===== config.mk =====
export PLATFORM = sky130hd
export DESIGN_NAME = div
export DESIGN_NICKNAME = d
export VERILOG_FILES = /design/src/rtl/mult_div_pkg.sv /design/src/rtl/div_alu.sv /design/src/rtl/div.sv
export SDC_FILE = /design/constraint.sdc
export NUM_CORES = 1
export LEC_CHECK = 0
export CAP_MARGIN = 10
export CORE_MARGIN = 2
export CORE_UTILIZATION = 40
export DETAILED_ROUTE_END_ITERATION = 7
export PLACE_DENSITY = 0.59
export SYNTH_ARGS = -nofsm -noshare
export SYNTH_HDL_FRONTEND = slang
export SYNTH_SLANG_ARGS = --single-unit

===== constraint.sdc =====
create_clock -name clock -period 4.91 [get_ports clock]
set_clock_uncertainty 0.2 [all_clocks]
set_input_delay 0.982 -clock clock [delete_from_list [all_inputs] [get_ports clock]]
set_output_delay 0.982 -clock clock [all_outputs]
set_load 0.05 [all_outputs]

===== src/rtl/mult_div_pkg.sv =====
// Shared definitions for the mult_and_div unit (Booth multiplier and restoring divider).
//   DEF_WIDTH : default operand/result width
//   ITER      : number of shift/add iterations per operation
//   state_e   : sequencer states used by the divider
package mult_div_pkg;

  localparam int unsigned DEF_WIDTH = 32;
  localparam int unsigned ITER      = 32;

  typedef enum logic [1:0] {
    StIdle = 2'd0,
    StRun  = 2'd1,
    StSign = 2'd2,
    StZero = 2'd3
  } state_e;

endpackage


===== src/rtl/div_alu.sv =====
// Combinational subtractor for the divider's trial step: diff = a + ~b + 1.
//   a_i    : minuend, WIDTH+1 bits
//   b_i    : subtrahend, WIDTH+1 bits
//   diff_o : low WIDTH bits of the difference
//   neg_o  : sign (top bit) of the WIDTH+1-bit difference; 1 means a < b
module div_alu import mult_div_pkg::*; #(
  parameter int unsigned WIDTH = DEF_WIDTH
) (
  input  logic [WIDTH:0]   a_i,
  input  logic [WIDTH:0]   b_i,
  output logic [WIDTH-1:0] diff_o,
  output logic             neg_o
);

  logic [WIDTH:0] sum;

  // Same adder shape as the multiplier ALU: invert b, carry-in of one.
  assign sum    = a_i + ~b_i + {{WIDTH{1'b0}}, 1'b1};
  assign diff_o = sum[WIDTH-1:0];
  assign neg_o  = sum[WIDTH];

endmodule


===== src/rtl/div.sv =====
// Sequential signed divider (MIPS DIV semantics): restoring shift-subtract on
// operand magnitudes, followed by one sign-correction cycle.
//   clock    : system clock, rising edge
//   reset    : asynchronous active-low reset
//   start    : request pulse, sampled only in idle
//   dividend : signed numerator, sampled on the accepting edge
//   divisor  : signed denominator, sampled on the accepting edge
//   hi       : remainder (sign follows dividend), registered
//   lo       : quotient (truncated toward zero), registered
//   busy     : operation in progress
//   done     : one-cycle pulse when result or div_zero is valid
//   div_zero : divisor was zero; cleared by the next accepted start
module div import mult_div_pkg::*; #(
  parameter int unsigned WIDTH = DEF_WIDTH
) (
  input  logic             clock,
  input  logic             reset,
  input  logic             start,
  input  logic [WIDTH-1:0] dividend,
  input  logic [WIDTH-1:0] divisor,
  output logic [WIDTH-1:0] hi,
  output logic [WIDTH-1:0] lo,
  output logic             busy,
  output logic             done,
  output logic             div_zero
);

  localparam int unsigned CntW = $clog2(WIDTH) + 1;

  state_e           state_q;
  logic [WIDTH-1:0] rem_q;
  logic [WIDTH-1:0] quo_q;
  logic [WIDTH-1:0] mag_q;
  logic             quo_neg_q;
  logic             rem_neg_q;
  logic [CntW-1:0]  count_q;

  logic [WIDTH:0]   trial_a;
  logic [WIDTH:0]   trial_b;
  logic [WIDTH-1:0] trial_diff;
  logic             trial_neg;

  // Trial operand is the remainder after shifting in the next quotient bit.
  assign trial_a = {rem_q, quo_q[WIDTH-1]};
  assign trial_b = {1'b0, mag_q};

  div_alu #(
    .WIDTH (WIDTH)
  ) u_alu (
    .a_i    (trial_a),
    .b_i    (trial_b),
    .diff_o (trial_diff),
    .neg_o  (trial_neg)
  );

  always_ff @(posedge clock or negedge reset) begin
    if (!reset) begin
      state_q   <= StIdle;
      rem_q     <= '0;
      quo_q     <= '0;
      mag_q     <= '0;
      quo_neg_q <= 1'b0;
      rem_neg_q <= 1'b0;
      count_q   <= '0;
      hi        <= '0;
      lo        <= '0;
      busy      <= 1'b0;
      done      <= 1'b0;
      div_zero  <= 1'b0;
    end else begin
      done <= 1'b0;
      unique case (state_q)
        StIdle: begin
          if (start) begin
            busy <= 1'b1;
            if (divisor == '0) begin
              div_zero <= 1'b1;
              state_q  <= StZero;
            end else begin
              // Magnitudes are taken as unsigned, so the most negative value maps to itself.
              quo_q     <= dividend[WIDTH-1] ? -dividend : dividend;
              mag_q     <= divisor[WIDTH-1] ? -divisor : divisor;
              rem_q     <= '0;
              quo_neg_q <= dividend[WIDTH-1] ^ divisor[WIDTH-1];
              rem_neg_q <= dividend[WIDTH-1];
              count_q   <= '0;
              div_zero  <= 1'b0;
              state_q   <= StRun;
            end
          end
        end
        StRun: begin
          quo_q   <= {quo_q[WIDTH-2:0], ~trial_neg};
          rem_q   <= trial_neg ? trial_a[WIDTH-1:0] : trial_diff;
          count_q <= count_q + CntW'(1);
          if (count_q == CntW'(WIDTH - 1)) begin
            state_q <= StSign;
          end
        end
        StSign: begin
          lo      <= quo_neg_q ? -quo_q : quo_q;
          hi      <= rem_neg_q ? -rem_q : rem_q;
          busy    <= 1'b0;
          done    <= 1'b1;
          state_q <= StIdle;
        end
        StZero: begin
          busy    <= 1'b0;
          done    <= 1'b1;
          state_q <= StIdle;
        end
        default: state_q <= StIdle;
      endcase
    end
  end

endmodule


# Yosys cells after proc, flatten, opt, wreduce, memory -nomap -nowiden
# Index checks and enable logic that the tools add are counted.
[op_classes]
bitwise = 4
reduce_logical = 10
n_eq_ne = 7
n_mux = 22
add_sub_neg = 7
[ops]
columns = ["cell", "n"]
rows = [
  ["32-bit 2-to-1 mux", 9],
  ["32-bit negator", 4],
  ["32-bit one-hot mux with 2 select lines", 2],
  ["33-bit by 1-bit adder with 33-bit output, second input constant", 1],
  ["33-bit adder", 1],
  ["32-bit inverter with 33-bit output", 1],
  ["32-bit zero test", 1],
  ["6-bit 2-to-1 mux", 2],
  ["6-bit one-hot mux with 2 select lines", 1],
  ["6-bit by 1-bit adder with 6-bit output, second input constant", 1],
  ["6-bit by 5-bit equality test with 1-bit output, second input constant", 1],
  ["2-bit 2-to-1 mux", 3],
  ["2-bit != test, second input constant", 3],
  ["2-bit one-hot mux with 3 select lines", 1],
  ["2-bit AND reduction", 3],
  ["3-bit AND reduction", 2],
  ["2-bit equality test, second input constant", 2],
  ["2-bit nonzero test", 2],
  ["1-bit 2-to-1 mux", 3],
  ["2-bit by 1-bit equality test with 1-bit output, second input constant", 1],
  ["2-bit zero test", 1],
  ["1-bit inverter", 2],
  ["1-bit one-hot mux with 2 select lines", 1],
  ["2-bit OR reduction", 1],
  ["1-bit XOR", 1],
]
[word_totals]
output_inout_bits = 67
regBits = 173
wordCells = 62

# Depth between registers and ports, before layout
# Gate-level depths: netlist (run 1).
[depth]
depth_word = 5
depth_mapped = 14
mapped_depth_nobuf = 12

# Cells and area by module
# Synthesis (run 1) repeated with hierarchy kept, for this count alone.
[unflattened]
cells_unflattened = 1344
hier_area_um2 = 11546.1
[by_module_without_submodules]
columns = ["module", "seq_area_each_um2", "n_inst", "cells_per_inst", "area_per_inst_um2"]
rows = [
  ["div", 4329.2, 1, 1036, 9507.9],
  ["div_alu", 0.0, 1, 308, 2038.2],
]

# Least setup slack after synthesis (run 1)
# Ideal clock, no wire load.
[synth_path]
kind = "input-to-reg"
from = "input divisor[2]"
to = "register mag_q[27]"
t_arrival_ns = 3.337
required_time_ns = 4.583
path_slack_ns = 1.246
cell_stages = 8
setup_time_ns = 0.127
path_cell_list = "or3_4 > or4_4 > or3_1 > or3_4 > or4_4 > o31ai_2 > xor2_1 > o21ai_0"
[synth_between]
elab_chain_len = 3
elab_cells_between_ends = 5
classes_between = "add/sub: 1; mux: 1; bitwise: 1; reduce/logical: 2"
[synth_rtl]
columns = ["element", "line", "rtl"]
rows = [
  ["start: declaration", "div.sv:20", "input logic [WIDTH-1:0] divisor,"],
  ["branches (longest 3 deep; another with 32-bit negator)", "-", ""],
  ["end signal: assignment", "div.sv:82", "mag_q <= divisor[WIDTH-1] ? -divisor : divisor;"],
  ["end: declaration", "div.sv:33", "logic [WIDTH-1:0] mag_q;"],
]
# Parallel ways; which one is timed is not known.
# A chain may end at the register's enable or synchronous reset.

# Worst setup path in the final report (run 1)
[layout_path]
from = "input divisor[10]"
to = "register mag_q[3]"
[layout_between]
elab_chain_len = 3
[layout_rtl]
columns = ["element", "line", "rtl"]
rows = [
  ["32-bit zero test", "div.sv:76", "if (divisor == '0) begin"],
  ["1-bit inverter (no source line)", "-", ""],
  ["3-bit AND reduction (no source line)", "-", ""],
]
# No other way between the ends.

==> metrics.md, run 1 <==
| Metric | Value |
|---|---|
| Syn Area/Cell | `8.40 um2` |
| Worst setup path end | `mag_q[3]$_DFFE_PN0P_` |
| Xor/xnor share of the synthesized area | `0.115` |
| Dpl hpwl | `21.8 mm` |
| First-pass GRT wire length | `47.5 mm` |
| Sequential fraction of the synthesis area | `0.386` |
| Post-route cell area | `0.0135 mm2` |
| Adder-Cell Fraction of Synth Area | `0.0430` |
| R2R cell count | `13` |
| Vias per cell | `5.35` |
| Finish-stage setup viols | `0` |
| Clock tree sinks | `173` |
| Status | `completed` |
| Reg2reg setup slack | `0.90 ns` |
| Pre-CTS WS | `0.323 ns` |
| Row Count | `61` |
| Gr ovfl total | `0` |
| Total track usage | `0.204` |
| VDD IR max | `0.000294 V` |
| Setup ws final | `0.756 ns` |
| Die H | `171 um` |
| CTS root buffer | `clkbuf_16` |
| Layout cell share with drive strength beyond 1 | `0.0501` |
| Main combinational cell family by area after synthesis | `compound AO/OA/AOI/OAI gates` |
| Cell taking the most area after synthesis | `dfrtp_1` |
| Post-Syn Nets | `1441` |
| Power per cell area | `678 mW/mm2` |
| Mapped Area | `0.0112 mm2` |
| Synth Instances | `1336` |
| Post-cts hold buffer count | `0` |
| Critical Path Slowest Stage Cell | `or4_1` |
| Simple-gate portion of the synthesized area | `0.174` |
| Vias in the first global route | `8751` |
| Postcts setup bufs | `0` |
| CP startpoint | `divisor[10]` |
| FMAX | `241 MHz` |
| Antenna Violating Nets Remaining | `0` |
| Slowest stage delay, CP | `0.59 ns` |
| H-Tree Depth | `4` |
| EDFF count, synth | `0` |
| Crit Path Class | `primary input to flop` |
| Cell Chain, Critical Path | `clkdlybuf4s50_1 > or4_1 > nor4_1 > buf_4 > nand3_1 > or3_1 > and3b_1 > nand2b_1 > buf_12 > nor2_1 > a21oi_1` |
| Vias post-DR | `9709` |
| Routed len/inst | `16.1 um` |
| Mux share of post-synthesis cell area | `0.0117` |
| Hold Crit Class | `flop to flop` |
| DP Area | `0.0129 mm2` |
| Routed WL | `29.2 mm` |
| Final Net Count | `1530` |
| Clock Path Buffers | `2` |
| Post-synthesis cell type count | `60` |
| Max-Cap Viols | `0` |
| Initial antenna violation count | `0` |
| Clock transition at the registers of the reported paths | `0.07 ns` |
| Core ar. | `0.0277 mm2` |
| Setup TNS | `0 ns` |
| DRT Pass-1 Iters | `4` |
| Total CTS buffers | `17` |
| Die ar. | `0.0294 mm2` |
| Asr flop ratio synth | `1.00` |
| # DRC | `0` |
| Ant diodes | `0` |
| PortBufs | `133` |
| CTS tree | `built` |
| Crit path time final | `4.15 ns` |
| Worst Setup End Kind | `flop` |
| Area delta synth->final | `20.1%` |
| Complex-gate fraction of the synthesized area | `0.225` |
| Critical Path Fanout Max | `40` |
| Synthesized flop and latch total | `173` |
| Ranking of synthesized cells by area | `dfrtp_1 (39%), o21ai_0 (8.7%), xor2_1 (8.1%), nand2_1 (6.7%), ha_1 (4.1%)` |
| Required time of the critical path | `5.07 ns` |
| Slew Viols, Final | `0` |
| WHS | `0.279 ns` |
| PostCTS Resize Cnt | `0` |
| Yosys top cell area share | `0.386` |
| Worst-Skew Late Latency | `0.44 ns` |
| Most common cell after layout, fill and taps aside | `nand2_1` |
| Startpoint Class | `primary input` |
| RSZ-0062 raised after global routing | `false` |
| Top FF cell, synth | `dfrtp_1` |
| R2r endpoint | `rem_q[12]$_DFFE_PN0P_` |
| I/O pins | `134` |
| Die width | `171 um` |
| Largest net degree at the start of global routing | `129` |
| Initial Util | `0.405` |
| Worst Max-Slew Pin Slew | `1.11 ns` |
| DR iter-0 viols | `770` |
| Ys Warns | `0` |
| P_leak | `5.66 nW` |
| Final Cycle Share | `0.846` |
| Slew headroom | `0.260` |
| GPL Wtd Cong | `0.923` |
| Commonest non-fill, non-tap cells in the layout | `nand2_1 (200), o21ai_0 (195), dfrtp_1 (173)` |
| Fin. Hold Viols | `0` |
| Worst r2r src | `quo_q[31]$_DFFE_PN0P_` |
| WP data arrival | `4.32 ns` |
==> stage by stage <==
| step | total power (W) | util | std cells |
|---|---|---|---|
| after floorplan | 0.00629 | - | 1336 |
| final | 0.00914 | 0.487 | 1816 |
| after CTS | 0.00916 | 0.487 | 1816 |
| after global routing | 0.00996 | 0.487 | 1816 |
| after detailed placement | 0.00774 | 0.465 | 1784 |
| after global placement | 0.00767 | 0.465 | 1784 |
==> per-layer routing <==
metal  part of all wire  vias to the layer above  global-route usage
met3              0.056                        9              0.0301
met1               0.53                     4533               0.331
met2               0.41                      256               0.283
met5                  0                        -                   0
li1                   -                     4911                   -
met4             0.0065                        0              0.0420
==> sequential cells by signal, summed over array words and instances, names as in the netlist, 2 cells and up <==
| signal | cells |
|---|---|
| mag_q | 32 |
| rem_q | 32 |
| state_q | 2 |
| count_q | 6 |
| lo | 32 |
| hi | 32 |
| quo_q | 32 |
==> cell usage after synthesis, types with 5 or more instances <==
| library cell | count |
|---|---|
| o21ai_1 | 7 |
| nor3_1 | 14 |
| o21a_1 | 6 |
| buf_2 | 7 |
| a21o_1 | 16 |
| o41ai_1 | 19 |
| or4_1 | 19 |
| xnor2_1 | 43 |
| nand2_1 | 200 |
| nand2b_1 | 15 |
| or4_4 | 5 |
| nor2_1 | 87 |
| dfrtp_1 | 173 |
| a211oi_1 | 5 |
| nand3_1 | 18 |
| a32oi_1 | 7 |
| nor4_1 | 7 |
| buf_1 | 7 |
| a31oi_1 | 8 |
| mux2i_1 | 12 |
| clkbuf_1 | 55 |
| o31ai_1 | 42 |
| xor2_1 | 104 |
| or3_1 | 17 |
| nor2b_1 | 7 |
| inv_1 | 48 |
| a21oi_1 | 74 |
| nand4_1 | 11 |
| or2_2 | 6 |
| a22oi_1 | 16 |
| o21ai_0 | 195 |
| o211ai_1 | 7 |
| ha_1 | 37 |
==> kinds of logic (layout without fill, tap and decap cells) <==
family / count (synthesis) / in the layout
AOI/OAI and AO/OA: 422 / 422
muxes: 13 / 13
adders and majority gates: 38 / 38
xor gates and xnor gates: 147 / 147
buffers and inverters: 124 / 226
DFF: 173 / 173
and+or+nand+nor: 419 / 419
==> how the worst min path moves through the flow <==
stage	start	end	cells after the start	slack (ns)
2_1_floorplan	mag_q[31]$_DFFE_PN0P_	mag_q[31]$_DFFE_PN0P_	2	0.24
3_3_place_gp	lo[28]$_DFFE_PN0P_	lo[28]$_DFFE_PN0P_	2	0.26
3_5_place_dp	lo[18]$_DFFE_PN0P_	lo[18]$_DFFE_PN0P_	2	0.27
4_1_cts	mag_q[22]$_DFFE_PN0P_	mag_q[22]$_DFFE_PN0P_	2	0.29
5_1_grt	hi[20]$_DFFE_PN0P_	hi[20]$_DFFE_PN0P_	2	0.31
6_report	mag_q[22]$_DFFE_PN0P_	mag_q[22]$_DFFE_PN0P_	2	0.28
==> report_power, final <==
group / internal [W] / total (W) / leakage, nW / switching (W)
Sequential: 0.00196 / 0.00271 / 2.20 / 0.000754
Clock: 0.000726 / 0.00139 / 0.280 / 0.000663
Combinational: 0.00208 / 0.00504 / 3.17 / 0.00297
Total: 0.00476 / 0.00914 / 5.66 / 0.00438
==> area by class of cell <==
type,instances,area (um2)
clock buffers,17,425
clock inverters,15,173
fillers,2679,14200
inverters,49,184
multi-input cells,1039,6410
flip-flops and latches,173,4330
well taps,378,473
repair buffers,145,1490
==> critical path, delay by kind of cell <==
kind	cells	cell delay (ns)
AND/OR/NAND/NOR	7	2.30
AO/OA/AOI/OAI	1	0.11
buffers and inverters	3	0.90
No activity file was read; power rests on OpenSTA's default activity.
==> inputs of run 2 (changes only) <==
- PLACE_DENSITY: 0.59 -> 0.62
- clock period: 4.91 -> 3.67 ns (I/O delays scaled with it)
==> metrics.md, run 2 (same netlist as run 1, synthesis figures left out) <==
| Metric | Value |
|---|---|
| Fin. Hold Viols | `0` |
| R2R cell count | `13` |
| Setup TNS | `0 ns` |
| Layout cell share with drive strength beyond 1 | `0.0974` |
| CP most frequent cell | `buf_4` |
| Routed len/inst | `15.8 um` |
| P_leak | `6.03 nW` |
| Die width | `171 um` |
| Sw frac | `0.476` |
| Finished Layout Cells | `1888` |
| Most common cell after layout, fill and taps aside | `nand2_1` |
| FMAX | `287 MHz` |
| Initial antenna violation count | `0` |
| Clock power share | `0.148` |
| R2r endpoint | `rem_q[21]$_DFFE_PN0P_` |
| Net switching power | `0.00595 W` |
| PortBufs | `133` |
| CTS root buffer | `clkbuf_16` |
| Core ar. | `0.0277 mm2` |
| Critical Path Slowest Stage Cell | `or4_1` |
| Gr ovfl total | `0` |
| Crit path time final | `3.49 ns` |
| Worst r2r src | `quo_q[31]$_DFFE_PN0P_` |
| Total track usage | `0.205` |
| Worst-Skew Late Latency | `0.44 ns` |
| Worst Max-Slew Pin Slew | `1.08 ns` |
| Reg power frac | `0.282` |
| DR iter-0 viols | `781` |
| Row Count | `61` |
| Post-cts hold buffer count | `0` |
| Die H | `171 um` |
| Critical Path Fanout Max | `30` |
| Final Power | `0.0125 W` |
| Area delta synth->final | `25.6%` |
| First-pass GRT wire length | `48.0 mm` |
| Routed WL | `29.8 mm` |
| Final Cycle Share | `0.950` |
| Dpl hpwl | `22.4 mm` |
| DP Area | `0.0134 mm2` |
| Initial Util | `0.405` |
| Die ar. | `0.0294 mm2` |
| GPL Wtd Cong | `0.917` |
| Ant diodes | `0` |
| Status | `completed` |
| CP startpoint | `divisor[10]` |
| H-Tree Depth | `4` |
| Slew headroom | `0.279` |
| Largest net degree at the start of global routing | `129` |
| Final Net Count | `1602` |
| WP data arrival | `3.59 ns` |
| Cell Chain, Critical Path | `clkdlybuf4s50_1 > or4_1 > nor4_2 > buf_4 > nand3_1 > or3_4 > nand3b_1 > buf_4 > buf_12 > nor2_1 > a21oi_1 > o21ai_0` |
| Internal power | `0.00656 W` |
| Finish-stage setup viols | `0` |
| Commonest non-fill, non-tap cells in the layout | `nand2_1 (200), o21ai_0 (195), dfrtp_1 (173)` |
| Antenna Violating Nets Remaining | `0` |
| Comb power frac | `0.569` |
| Required time of the critical path | `3.77 ns` |
| Slowest stage delay, CP | `0.60 ns` |
| # DRC | `0` |
| Clock tree sinks | `173` |
| Vias in the first global route | `9091` |
| DRT Pass-1 Iters | `5` |
| Crit Path Class | `primary input to flop` |
| Worst Setup End Kind | `flop` |
| I/O pins | `134` |
| Post-route cell area | `0.0141 mm2` |
| Clock Path Buffers | `2` |
| Vias post-DR | `9923` |
| Reg2reg setup slack | `0.24 ns` |
| Power per cell area | `888 mW/mm2` |
| Clock transition at the registers of the reported paths | `0.07 ns` |
| VDD IR max | `0.000470 V` |
| Startpoint Class | `primary input` |
| Max-Cap Viols | `0` |
| Slew Viols, Final | `0` |
| Total CTS buffers | `17` |
| CTS tree | `built` |
| DP Cell Count | `1853` |
| Vias per cell | `5.26` |
| Hold Crit Class | `primary input to asynchronous set/reset pin` |
[run 2: cell count changes in the layout (fill, tap and decap cells not counted), moves of 2 or more]
cell,before,now
clkinvlp_4,4,1
clkinv_8,2,6
buf_12,5,7
buf_4,7,76
[run 2: cell type report]
class                           instances  area [um2]
Fill cell                            2611       13600
Multi-Input combinational cell       1039        6430
Sequential cell                       173        4330
Timing Repair Buffer                  217        2070
Tap cell                              378         473
Clock buffer                           17         425
Clock inverter                         15         190
Inverter                               49         184
[run 2: worst max-delay path, delay by kind of cell]
kind	cells	cell delay, ns
and+or+nand+nor	6	1.69
buffers and inverters	4	0.91
AOI/OAI and AO/OA	2	0.23
[run 2: metrics by stage]
stage / setup slack [ns] / util / hold WS [ns]
floorplan: 0.254 / - / 0.238
global placement: -0.363 / 0.484 / 0.260
detailed placement: -0.402 / 0.484 / 0.266
CTS: 0.0413 / 0.507 / 0.156
global route: -0.00443 / 0.509 / 0.182
finish: 0.183 / 0.509 / 0.135
[run 2: routing by layer]
metal | GRT usage | share of wire
met1 | 0.316 | 0.51
met2 | 0.295 | 0.41
met3 | 0.0354 | 0.062
met4 | 0.0479 | 0.012
met5 | 0 | 0
[run 2: worst max path at each step]
| stage | endpoint | slack (ns) | depth (start not counted) |
|---|---|---|---|
| after global placement | quo_q[3]$_DFFE_PN0P_ | -0.36 | 11 |
| after CTS | quo_q[3]$_DFFE_PN0P_ | 0.04 | 11 |
| after global routing | quo_q[2]$_DFFE_PN0P_ | -0.004 | 12 |
| after detailed placement | mag_q[5]$_DFFE_PN0P_ | -0.40 | 11 |
| final | quo_q[3]$_DFFE_PN0P_ | 0.18 | 12 |
| after floorplan | mag_q[27]$_DFFE_PN0P_ | 0.25 | 8 |
[run 2: timing repair]
item	4_1_cts	5_1_grt
setup buffers	0	2
resized for setup	0	5
endpoints found under the hold margin	0	0
setup endpoints to repair	0	87
[run 2: power by group through the flow]
stage          registers, W  clock network (W)  logic [W]
6_report            0.00353            0.00185    0.00713
4_1_cts             0.00350            0.00190    0.00708
3_3_place_gp        0.00350                  0    0.00693
2_1_floorplan       0.00352                  0    0.00490
5_1_grt             0.00364            0.00197    0.00799
3_5_place_dp        0.00354                  0    0.00703
